### config.mk
export PLATFORM = sky130hd
export DESIGN_NAME = shift_sequencer
export DESIGN_NICKNAME = d
export VERILOG_FILES = /design/src/rtl/shift_sequencer.sv
export SDC_FILE = /design/constraint.sdc
export NUM_CORES = 1
export LEC_CHECK = 0
export BUFFER_PORTS_ARGS = -buffer_cell sky130_fd_sc_hd__buf_2
export CAP_MARGIN = 20
export CORE_UTILIZATION = 37
export DETAILED_ROUTE_END_ITERATION = 7
export PLACE_DENSITY_LB_ADDON = 0.1
export SYNTH_ARGS = -nofsm -noshare
export SYNTH_HDL_FRONTEND = slang
export SYNTH_SLANG_ARGS = --single-unit
export TNS_END_PERCENT = 10
### constraint.sdc
create_clock -name clk -period 1.73 [get_ports clk]
set_clock_uncertainty 0.1 [all_clocks]
set_input_delay 0.346 -clock clk [delete_from_list [all_inputs] [get_ports clk]]
set_output_delay 0.346 -clock clk [all_outputs]
set_load 0.1 [all_outputs]
### src/rtl/shift_sequencer.sv
// shift_sequencer: iterates an external 16-bit single-step shifter N times (N = 0..2^CNT_W-1)
//   on a captured operand. The result is valid with a one-cycle done pulse after amount+1 edges.
// Backpressure: start is sampled only in IDLE. A start while busy, or in the DONE cycle, is ignored.
// Optional: define SHIFT_SEQ_EARLY_EXIT_EN to leave RUN early once the shifter reaches a fixed point.
module shift_sequencer #(
  parameter int WIDTH = 16,
  parameter int CNT_W = 4
) (
  input  logic             clk,
  input  logic             reset_n,
  input  logic             start,
  input  logic [WIDTH-1:0] din,
  input  logic [1:0]       op,
  input  logic [CNT_W-1:0] amount,
  output logic [WIDTH-1:0] sh_in,
  output logic [1:0]       sh_code,
  input  logic [WIDTH-1:0] sh_out,
  output logic             busy,
  output logic             done,
  output logic [WIDTH-1:0] result
);

  typedef enum logic [1:0] {
    S_IDLE = 2'b00,
    S_RUN  = 2'b01,
    S_DONE = 2'b10
  } state_t;

  localparam logic [CNT_W-1:0] CNT_ZERO = '0;
  localparam logic [CNT_W-1:0] CNT_ONE  = {{(CNT_W-1){1'b0}}, 1'b1};

  state_t           state_q, state_d;
  logic [WIDTH-1:0] acc_q, acc_d;
  logic [1:0]       op_q, op_d;
  logic [CNT_W-1:0] cnt_q, cnt_d;
  logic [WIDTH-1:0] result_q, result_d;
  logic             busy_q, busy_d;
  logic             done_q, done_d;
  logic             finish;

  // The shifter is combinational, so it is driven straight from the registers.
  assign sh_in   = acc_q;
  assign sh_code = op_q;
  assign busy    = busy_q;
  assign done    = done_q;
  assign result  = result_q;

  // Next-state logic: capture on start, step once per cycle in RUN, pulse DONE for one cycle.
  always_comb begin
    state_d  = state_q;
    acc_d    = acc_q;
    op_d     = op_q;
    cnt_d    = cnt_q;
    result_d = result_q;
    finish   = 1'b0;
    unique case (state_q)
      S_IDLE: begin
        if (start) begin
          acc_d = din;
          op_d  = op;
          cnt_d = amount;
          if (amount == CNT_ZERO) begin
            // Zero-step request: the operand is already the answer.
            result_d = din;
            state_d  = S_DONE;
          end else begin
            state_d = S_RUN;
          end
        end
      end
      S_RUN: begin
        acc_d  = sh_out;
        cnt_d  = cnt_q - CNT_ONE;
        finish = (cnt_q == CNT_ONE);
`ifdef SHIFT_SEQ_EARLY_EXIT_EN
        // A step that leaves the value unchanged will never change it again.
        if (sh_out == acc_q) begin
          finish = 1'b1;
        end
`endif
        if (finish) begin
          result_d = sh_out;
          state_d  = S_DONE;
        end
      end
      S_DONE: begin
        // Any start seen here is dropped; the next one is taken in IDLE.
        state_d = S_IDLE;
      end
      default: begin
        state_d = S_IDLE;
      end
    endcase
    busy_d = (state_d != S_IDLE);
    done_d = (state_d == S_DONE);
  end

  // State and datapath registers. The status outputs are registered from the next state.
  always_ff @(posedge clk or negedge reset_n) begin
    if (!reset_n) begin
      state_q  <= S_IDLE;
      acc_q    <= '0;
      op_q     <= 2'b00;
      cnt_q    <= '0;
      result_q <= '0;
      busy_q   <= 1'b0;
      done_q   <= 1'b0;
    end else begin
      state_q  <= state_d;
      acc_q    <= acc_d;
      op_q     <= op_d;
      cnt_q    <= cnt_d;
      result_q <= result_d;
      busy_q   <= busy_d;
      done_q   <= done_d;
    end
  end

endmodule

==> out/metrics.yaml, run 1 <==
floorplanning:
  num_rows: 25
  core_um2: 4850
  dieWidth_um: 73.8
  io_pins: 77
  initial_core_util_pct: 39.4
  dieArea_um2: 5450
  die_h_um: 73.8
timing:
  rsz0062_at_grt: "false"
  tns_ps: 0
  max_freq_mhz: 617
  fin_crit_ps: 1620
  setup_viol: 0
  finalMaxSlewViolations: 0
  slew_headroom_pct: 67.3
  hold_viol_final: 0
  worst_pin_slew_ps: 494
  fin_crit_sh_pct: 93.8
synthesis:
  syn_nets: 204
  synth_cell_types: 29
  synth_warnings: 0
  syn_inst: 161
  syn-cell-area_um2: 1910
  syn_avg_cell_area_um2: 11.9
  synth_seq_cells: 42
  yosysSeqAreaShare_pct: 55.1
clock_tree:
  h-tree-depth: 2
  cts_buffers: 5
  root_buffer: "clkbuf_8"
  post_cts_buffers: 0
  clock_path_buffers: 2
  clkSlewWorstSetupHoldPaths_ps: 80
  cts.sinks: 42
  clk_latency_ps: 290
  cts_tree: "done"
grt:
  grt_start_max_net_pins: 27
  antenna_found_initial: 0
  grt_overflow: 0
  grt_pass1_vias: 1387
  grt_pass1_wl_um: 6520
  track_usage_pct: 16.5
drt:
  via_count: 1403
  finalWirelength_um: 3950
  firstDrtPassIters: 4
  drc: 0
  ant_nets: 0
  drt-vias-per-instance: 4.44
  wl_per_cell_um: 12.5
  dr.first_iter.drc_count: 24
cells_and_area:
  fin_nets: 291
  num-fill-cells: 461
  area_delta_synth_final_pct: 34.4
  seq_area_um2: 1050
  antenna_cells: 0
  multi_input_area_um2: 719
  layout-drive-gt1-share_pct: 42.6
run_status:
  status: "completed"
place:
  place_congestion: 0.806
  dp_hpwl_um: 2980
  io_buffers: 76
worst_hold_path:
  hold_path.class: "input port to register"
  hold_depth: 2
worst_setup_path:
  worstPathMaxFanout: 16
  start_kind: "register"
  r2r.worst_path.cells: 6
  cp-end-kind: "register"
  cp.required_ps: 1850
  worstSetupPathType: "register to register"
  arrival_ps: 1740
run:
  drv_cap: 0
==> path summary, 6_finish.rpt <==
check	from	endpoint	slack [ps]
setup reg to reg	cnt_q[1]$_DFFE_PN0P_	result[5]$_DFFE_PN0P_	110
setup / recovery	cnt_q[1]$_DFFE_PN0P_	result[5]$_DFFE_PN0P_	110
max in group asynchronous	reset_n	result[3]$_DFFE_PN0P_	630
hold reg to reg	sh_in[1]$_DFFE_PN0P_	sh_in[1]$_DFFE_PN0P_	380
hold / removal	amount[0]	cnt_q[0]$_DFFE_PN0P_	190
min in group asynchronous	reset_n	cnt_q[2]$_DFFE_PN0P_	420
==> metrics by stage <==
| stage | cells | util (%) | cell area, µm² | hold WS [ps] | worst slack (ps) |
|---|---|---|---|---|---|
| floorplan | 161 | - | 1910 | -49.6 | 19.7 |
| global placement | 307 | 49.7 | 2410 | 204 | 46.4 |
| detailed placement | 307 | 49.7 | 2410 | 202 | 21.0 |
| CTS | 316 | 52.7 | 2550 | 177 | 6.46 |
| global route | 316 | 52.9 | 2560 | 185 | 13.8 |
| finish | 316 | 52.9 | 2560 | 188 | 108 |
==> per-layer routing <==
layer	track usage (%)	part of all wire [%]
met5	0	0
met4	6.62	1.3
met3	4.66	4.2
met2	27.3	49
met1	20.2	45
==> cell usage in the layout, fill, tap and decap left out <==
| master | n |
|---|---|
| nor3b_4 | 1 |
| xor2_1 | 1 |
| dfrtp_1 | 42 |
| nor3b_2 | 1 |
| nor2b_4 | 1 |
| o21ai_1 | 6 |
| o21ba_2 | 1 |
| o2bb2ai_1 | 1 |
| clkbuf_8 | 5 |
| o21ai_0 | 10 |
| bufinv_16 | 2 |
| clkinv_4 | 1 |
| mux2i_1 | 31 |
| inv_1 | 20 |
| buf_2 | 76 |
| mux2_2 | 4 |
| nand2_1 | 16 |
| nor3b_1 | 1 |
| buf_12 | 2 |
| nor2b_1 | 1 |
| dlygate4sd3_1 | 1 |
| a31oi_1 | 2 |
| ha_1 | 2 |
| nor2_1 | 2 |
| a22o_1 | 2 |
| buf_4 | 9 |
| o22ai_1 | 1 |
| nor4_2 | 1 |
| nand3b_1 | 1 |
| o21bai_2 | 1 |
| o22a_1 | 1 |
| o32ai_1 | 1 |
| mux2_4 | 1 |
| nor3_1 | 1 |
==> layout make-up <==
cell class / count / share of cell area [%]
clock buffer: 5 / 2.68
clock inverter: 3 / 2.68
inverter: 20 / 2.93
multi-input combinational: 91 / 28.0
sequential: 42 / 41.0
tap: 67 / 3.27
timing repair buffer: 88 / 19.4
==> critical path, stage by stage, from the launching register on <==
cell	delay [ps]
dfrtp_1	380
inv_1	100
ha_1	160
nor3b_2	190
a22o_1	230
buf_12	190
mux2i_1	200
==> synth_stat cells <==
library cell	instances	area [µm²]
nor4_2	1	12.5
nor3b_4	1	18.8
inv_1	20	75.1
o21ai_1	6	30.0
nand2_1	16	60.1
nor3b_1	2	15.0
nor3_1	1	5.00
o21bai_1	1	7.51
clkbuf_1	3	11.3
nor2_1	2	7.51
nor2b_1	1	6.26
xor2_1	1	8.76
ha_1	2	25.0
o2bb2ai_1	1	8.76
a31oi_1	2	12.5
mux2_2	4	45.0
a22o_1	2	17.5
o32ai_1	1	8.76
nor2b_2	1	8.76
nand3b_1	1	7.51
mux2i_1	31	310
mux2_4	1	15.0
dfrtp_1	42	1050
buf_12	1	20.0
o21ba_2	1	10.0
o22a_1	1	8.76
o22ai_1	1	6.26
o21ai_0	10	50.1
buf_6	4	45.0
==> cell families (layout without fill, tap and decap cells) <==
| group | Yosys count | count (layout) | share of synthesized area [%] |
|---|---|---|---|
| flip-flops | 42 | 42 | 55.1 |
| adder cells (fa/ha/maj) | 2 | 2 | 1.31 |
| buffers and inverters | 28 | 116 | 7.93 |
| XOR/XNOR | 1 | 1 | 0.459 |
| multiplexers | 36 | 36 | 19.4 |
| AND/OR/NAND/NOR | 26 | 26 | 7.41 |
| AO/OA/AOI/OAI | 26 | 26 | 8.39 |
==> registers in the layout (all words and copies together) (netlist names) <==
name,flops
busy,1
cnt_q,4
done,1
result,16
sh_code,2
sh_in,16
state_q,2
==> what timing repair did <==
action / in CTS / in global routing
hold endpoints to repair: 16 / 0
endpoints found under the setup margin: 0 / 23
resized for setup: 0 / 2
hold buffers: 1 / 0
Power of run 1 is not shown: default switching activity piles up to over one toggle a cycle in this logic, so the estimate is an artifact.
==> run 2, diff against run 1 <==
Settings changed: PLACE_DENSITY set to 0.63, PLACE_DENSITY_LB_ADDON 0.1 to not set.
==> out/metrics.yaml, run 2 (same netlist as run 1, synthesis figures left out) <==
run_status:
  status: "completed"
grt:
  grt_overflow: 0
  track_usage_pct: 16.5
  antenna_found_initial: 0
  grt_pass1_wl_um: 6510
  grt_pass1_vias: 1372
  grt_start_max_net_pins: 43
timing:
  max_freq_mhz: 623
  hold_viol_final: 0
  rsz0062_at_grt: "false"
  worst_pin_slew_ps: 505
  fin_crit_sh_pct: 92.7
  fin_crit_ps: 1600
  setup_viol: 0
  worst_slack_ps: 126
  slew_headroom_pct: 66.6
  finalMaxSlewViolations: 0
  tns_ps: 0
clock_tree:
  clk_latency_ps: 290
  cts.sinks: 42
  cts_tree: "done"
  clkSlewWorstSetupHoldPaths_ps: 70
  cts_buffers: 5
  root_buffer: "clkbuf_8"
  clock_path_buffers: 2
  h-tree-depth: 2
  post_cts_buffers: 0
cells_and_area:
  final_cell_mix: "buf_2 (76), dfrtp_1 (42), mux2i_1 (31)"
  num-fill-cells: 446
  fin_nets: 291
  layout-drive-gt1-share_pct: 41.5
  area_delta_synth_final_pct: 32.1
  antenna_cells: 0
  final_common_cell: "buf_2"
floorplanning:
  core_um2: 4850
  die_h_um: 73.8
  dieArea_um2: 5450
  io_pins: 77
  initial_core_util_pct: 39.4
  num_rows: 25
  dieWidth_um: 73.8
drt:
  wl_met2_um: 1960
  wl_met1_um: 1860
  topRoutingLayerUsed: "met4"
  via_count: 1423
  drt-vias-per-instance: 4.52
  ant_nets: 0
  dr.first_iter.drc_count: 24
  drc: 0
  wl_per_cell_um: 13.0
  firstDrtPassIters: 4
  finalWirelength_um: 4090
  wl_met3_um: 213
place:
  io_buffers: 76
  dp_hpwl_um: 3040
  place_congestion: 0.791
  place_ws_ps: 9.51
worst_setup_path:
  r2r-end: "result[9]$_DFFE_PN0P_"
  path_cells: "inv_1 > ha_1 > nor3b_2 > a22o_1 > buf_4 > mux2i_1"
  r2r_setup_slack_ps: 130
  r2r.worst_path.cells: 6
  cpPeakStageDelay_ps: 380
  arrival_ps: 1720
  critPathTopFamily: "flip-flops"
  worstSetupPathType: "register to register"
  cp.required_ps: 1850
  cp-end-kind: "register"
  crit_buf_inv: 2
  slowest_stage: "dfrtp_1"
  start_kind: "register"
  worstReg2RegStart: "cnt_q[1]$_DFFE_PN0P_"
  worstPathMaxFanout: 7
worst_hold_path:
  hold_path_end: "sh_code[0]$_DFFE_PN0P_"
  hold_path.startpoint: "op[0]"
  hold_path.class: "input port to register"
  hold_depth: 2
run:
  drv_cap: 0
## run 2: worst max path at each step
stage | slack, ps | start | to | cells after the start
2_1_floorplan | 20 | cnt_q[1]$_DFFE_PN0P_ | result[15]$_DFFE_PN0P_ | 6
3_3_place_gp | 110 | amount[0] | result[5]$_DFFE_PN0P_ | 5
3_5_place_dp | 10 | cnt_q[1]$_DFFE_PN0P_ | result[4]$_DFFE_PN0P_ | 6
4_1_cts | 50 | state_q[1]$_DFF_PN0_ | result[3]$_DFFE_PN0P_ | 4
5_1_grt | 30 | cnt_q[1]$_DFFE_PN0P_ | result[4]$_DFFE_PN0P_ | 6
6_report | 130 | cnt_q[1]$_DFFE_PN0P_ | result[9]$_DFFE_PN0P_ | 6
## run 2: timing repair
| action | 4_1_cts | 5_1_grt |
|---|---|---|
| hold buffers | 1 | 0 |
| gates resized for setup | 1 | 2 |
| setup endpoints to repair | 3 | 8 |
| endpoints found under the hold margin | 42 | 0 |
## run 2: per-stage QoR
step / std cells / instance area, µm² / hold slack, ps / util, %
detailed placement: 307 / 2420 / 236 / 49.9
finish: 315 / 2520 / 192 / 52.0
global placement: 307 / 2420 / 239 / 49.9
floorplan: 161 / 1910 / -49.6 / -
CTS: 315 / 2510 / 184 / 51.8
global route: 315 / 2520 / 180 / 52.0
## run 2: cell type report
cell class / instances / area [µm²] / share of cell area, %
clock buffer: 7 / 76.3 / 3.03
timing repair buffer: 88 / 514 / 20.4
inverter: 20 / 75.1 / 2.98
multi-input combinational: 91 / 719 / 28.6
tap: 67 / 83.8 / 3.33
sequential: 42 / 1050 / 41.7
## run 2: layer usage
metal  vias up  track usage, %
met5         -               0
met4         0            6.41
met3         5            5.62
met2        39            25.1
met1       663            21.8
li1        716               -
Power of run 2 is left out for the same reason.
==> run 3, diff against run 2 <==
Settings changed: PLACE_DENSITY 0.63 to 0.67.
==> out/metrics.yaml, run 3 (same netlist as run 1, synthesis figures left out) <==
run_status:
  status: "completed"
timing:
  slew_headroom_pct: 66.9
  fin_crit_sh_pct: 95.5
  setup_viol: 0
  finalMaxSlewViolations: 0
  max_freq_mhz: 605
  worst_pin_slew_ps: 500
  hold_viol_final: 0
  rsz0062_at_grt: "false"
  fin_crit_ps: 1650
grt:
  grt_pass1_vias: 1342
  track_usage_pct: 15.5
  grt_overflow: 0
  antenna_found_initial: 0
  grt_pass1_wl_um: 6320
  grt_start_max_net_pins: 27
floorplanning:
  initial_core_util_pct: 39.4
  core_um2: 4850
  dieArea_um2: 5450
  num_rows: 25
  die_h_um: 73.8
  dieWidth_um: 73.8
  io_pins: 77
cells_and_area:
  antenna_cells: 0
  fin_nets: 290
  area_delta_synth_final_pct: 32.9
  post-route-util_pct: 52.3
  layout-drive-gt1-share_pct: 41.5
  fin_area_um2: 2540
  final_common_cell: "buf_2"
  final_cell_mix: "buf_2 (76), dfrtp_1 (42), mux2i_1 (31)"
worst_setup_path:
  path_cells: "nor2b_4 > buf_4 > mux2_4 > mux2_2"
  slowest_stage: "dfrtp_1"
  arrival_ps: 1740
  cp.required_ps: 1810
  cpPeakStageDelay_ps: 500
  start_kind: "register"
  worstSetupPathType: "register to register"
  cp-end-kind: "register"
  worstPathMaxFanout: 7
clock_tree:
  h-tree-depth: 2
  clk_latency_ps: 290
  clkSlewWorstSetupHoldPaths_ps: 80
  cts_tree: "done"
  cts_buffers: 5
  clock_path_buffers: 2
  post_cts_buffers: 0
  cts.sinks: 42
  root_buffer: "clkbuf_8"
drt:
  ant_nets: 0
  drc: 0
  dr.first_iter.drc_count: 19
  via_count: 1428
  drt-vias-per-instance: 4.53
  wl_per_cell_um: 12.8
  firstDrtPassIters: 4
  finalWirelength_um: 4030
place:
  io_buffers: 76
  dpl_cell_area_um2: 2400
  place_congestion: 0.835
  dp_hpwl_um: 2940
worst_hold_path:
  hold_path.class: "input port to register"
run:
  drv_cap: 0
==> run 3: cell count changes in the layout (fill, tap and decap cells not counted) <==
cell	change
buf_12	-1
bufinv_16	+1
nor3b_2	-1
nor3b_4	+1
==> run 3: final timing paths <==
check,to,cells past startpoint,start,slack (ps)
worst max-delay path,result[15]$_DFFE_PN0P_,4,state_q[1]$_DFF_PN0_,80
worst min-delay path,sh_code[1]$_DFFE_PN0P_,2,op[1],180
worst max register to register,result[15]$_DFFE_PN0P_,4,state_q[1]$_DFF_PN0_,80
worst min register to register,sh_in[3]$_DFFE_PN0P_,2,sh_in[3]$_DFFE_PN0P_,380
max in group asynchronous,result[7]$_DFFE_PN0P_,3,reset_n,630
min in group asynchronous,sh_code[0]$_DFFE_PN0P_,2,reset_n,420
==> run 3: area by class of cell <==
cell class | count | area, µm²
Fill cell | 448 | 2310
Sequential cell | 42 | 1050
Multi-Input combinational cell | 91 | 726
Timing Repair Buffer | 87 | 494
Tap cell | 67 | 83.8
Clock buffer | 7 | 76.3
Inverter | 20 | 75.1
Clock inverter | 1 | 30.0
==> run 3: metal layers <==
layer / track usage, % / wire length, µm / vias to the layer above
met5: 0 / 0 / -
met4: 5.98 / 56 / 0
met3: 4.25 / 186 / 6
met2: 25.2 / 1950 / 49
met1: 19.6 / 1830 / 662
li1: - / - / 711
==> run 3: stage by stage <==
step / std cells / hold WS [ps] / worst slack (ps) / TNS, ps
2_1_floorplan: 161 / -49.6 / 19.7 / 0
3_3_place_gp: 306 / 208 / 48.1 / 0
3_5_place_dp: 306 / 211 / -10.8 / -19.9
4_1_cts: 315 / 167 / 39.9 / 0
5_1_grt: 315 / 174 / 14.1 / 0
6_report: 315 / 181 / 77.9 / 0
==> run 3: timing repair <==
action | in CTS | in global routing
endpoints found under the hold margin | 16 | 0
endpoints found under the setup margin | 6 | 7
resized for setup | 1 | 3
pin swaps | 1 | 0
hold buffers | 1 | 0
==> run 3: critical path: cells and delay by family, from the launching register on <==
family / cells / cell delay (ps)
buf+inv: 1 / 170
flops: 1 / 500
mux: 2 / 570
simple gates: 1 / 200
Power of run 3 is left out for the same reason.
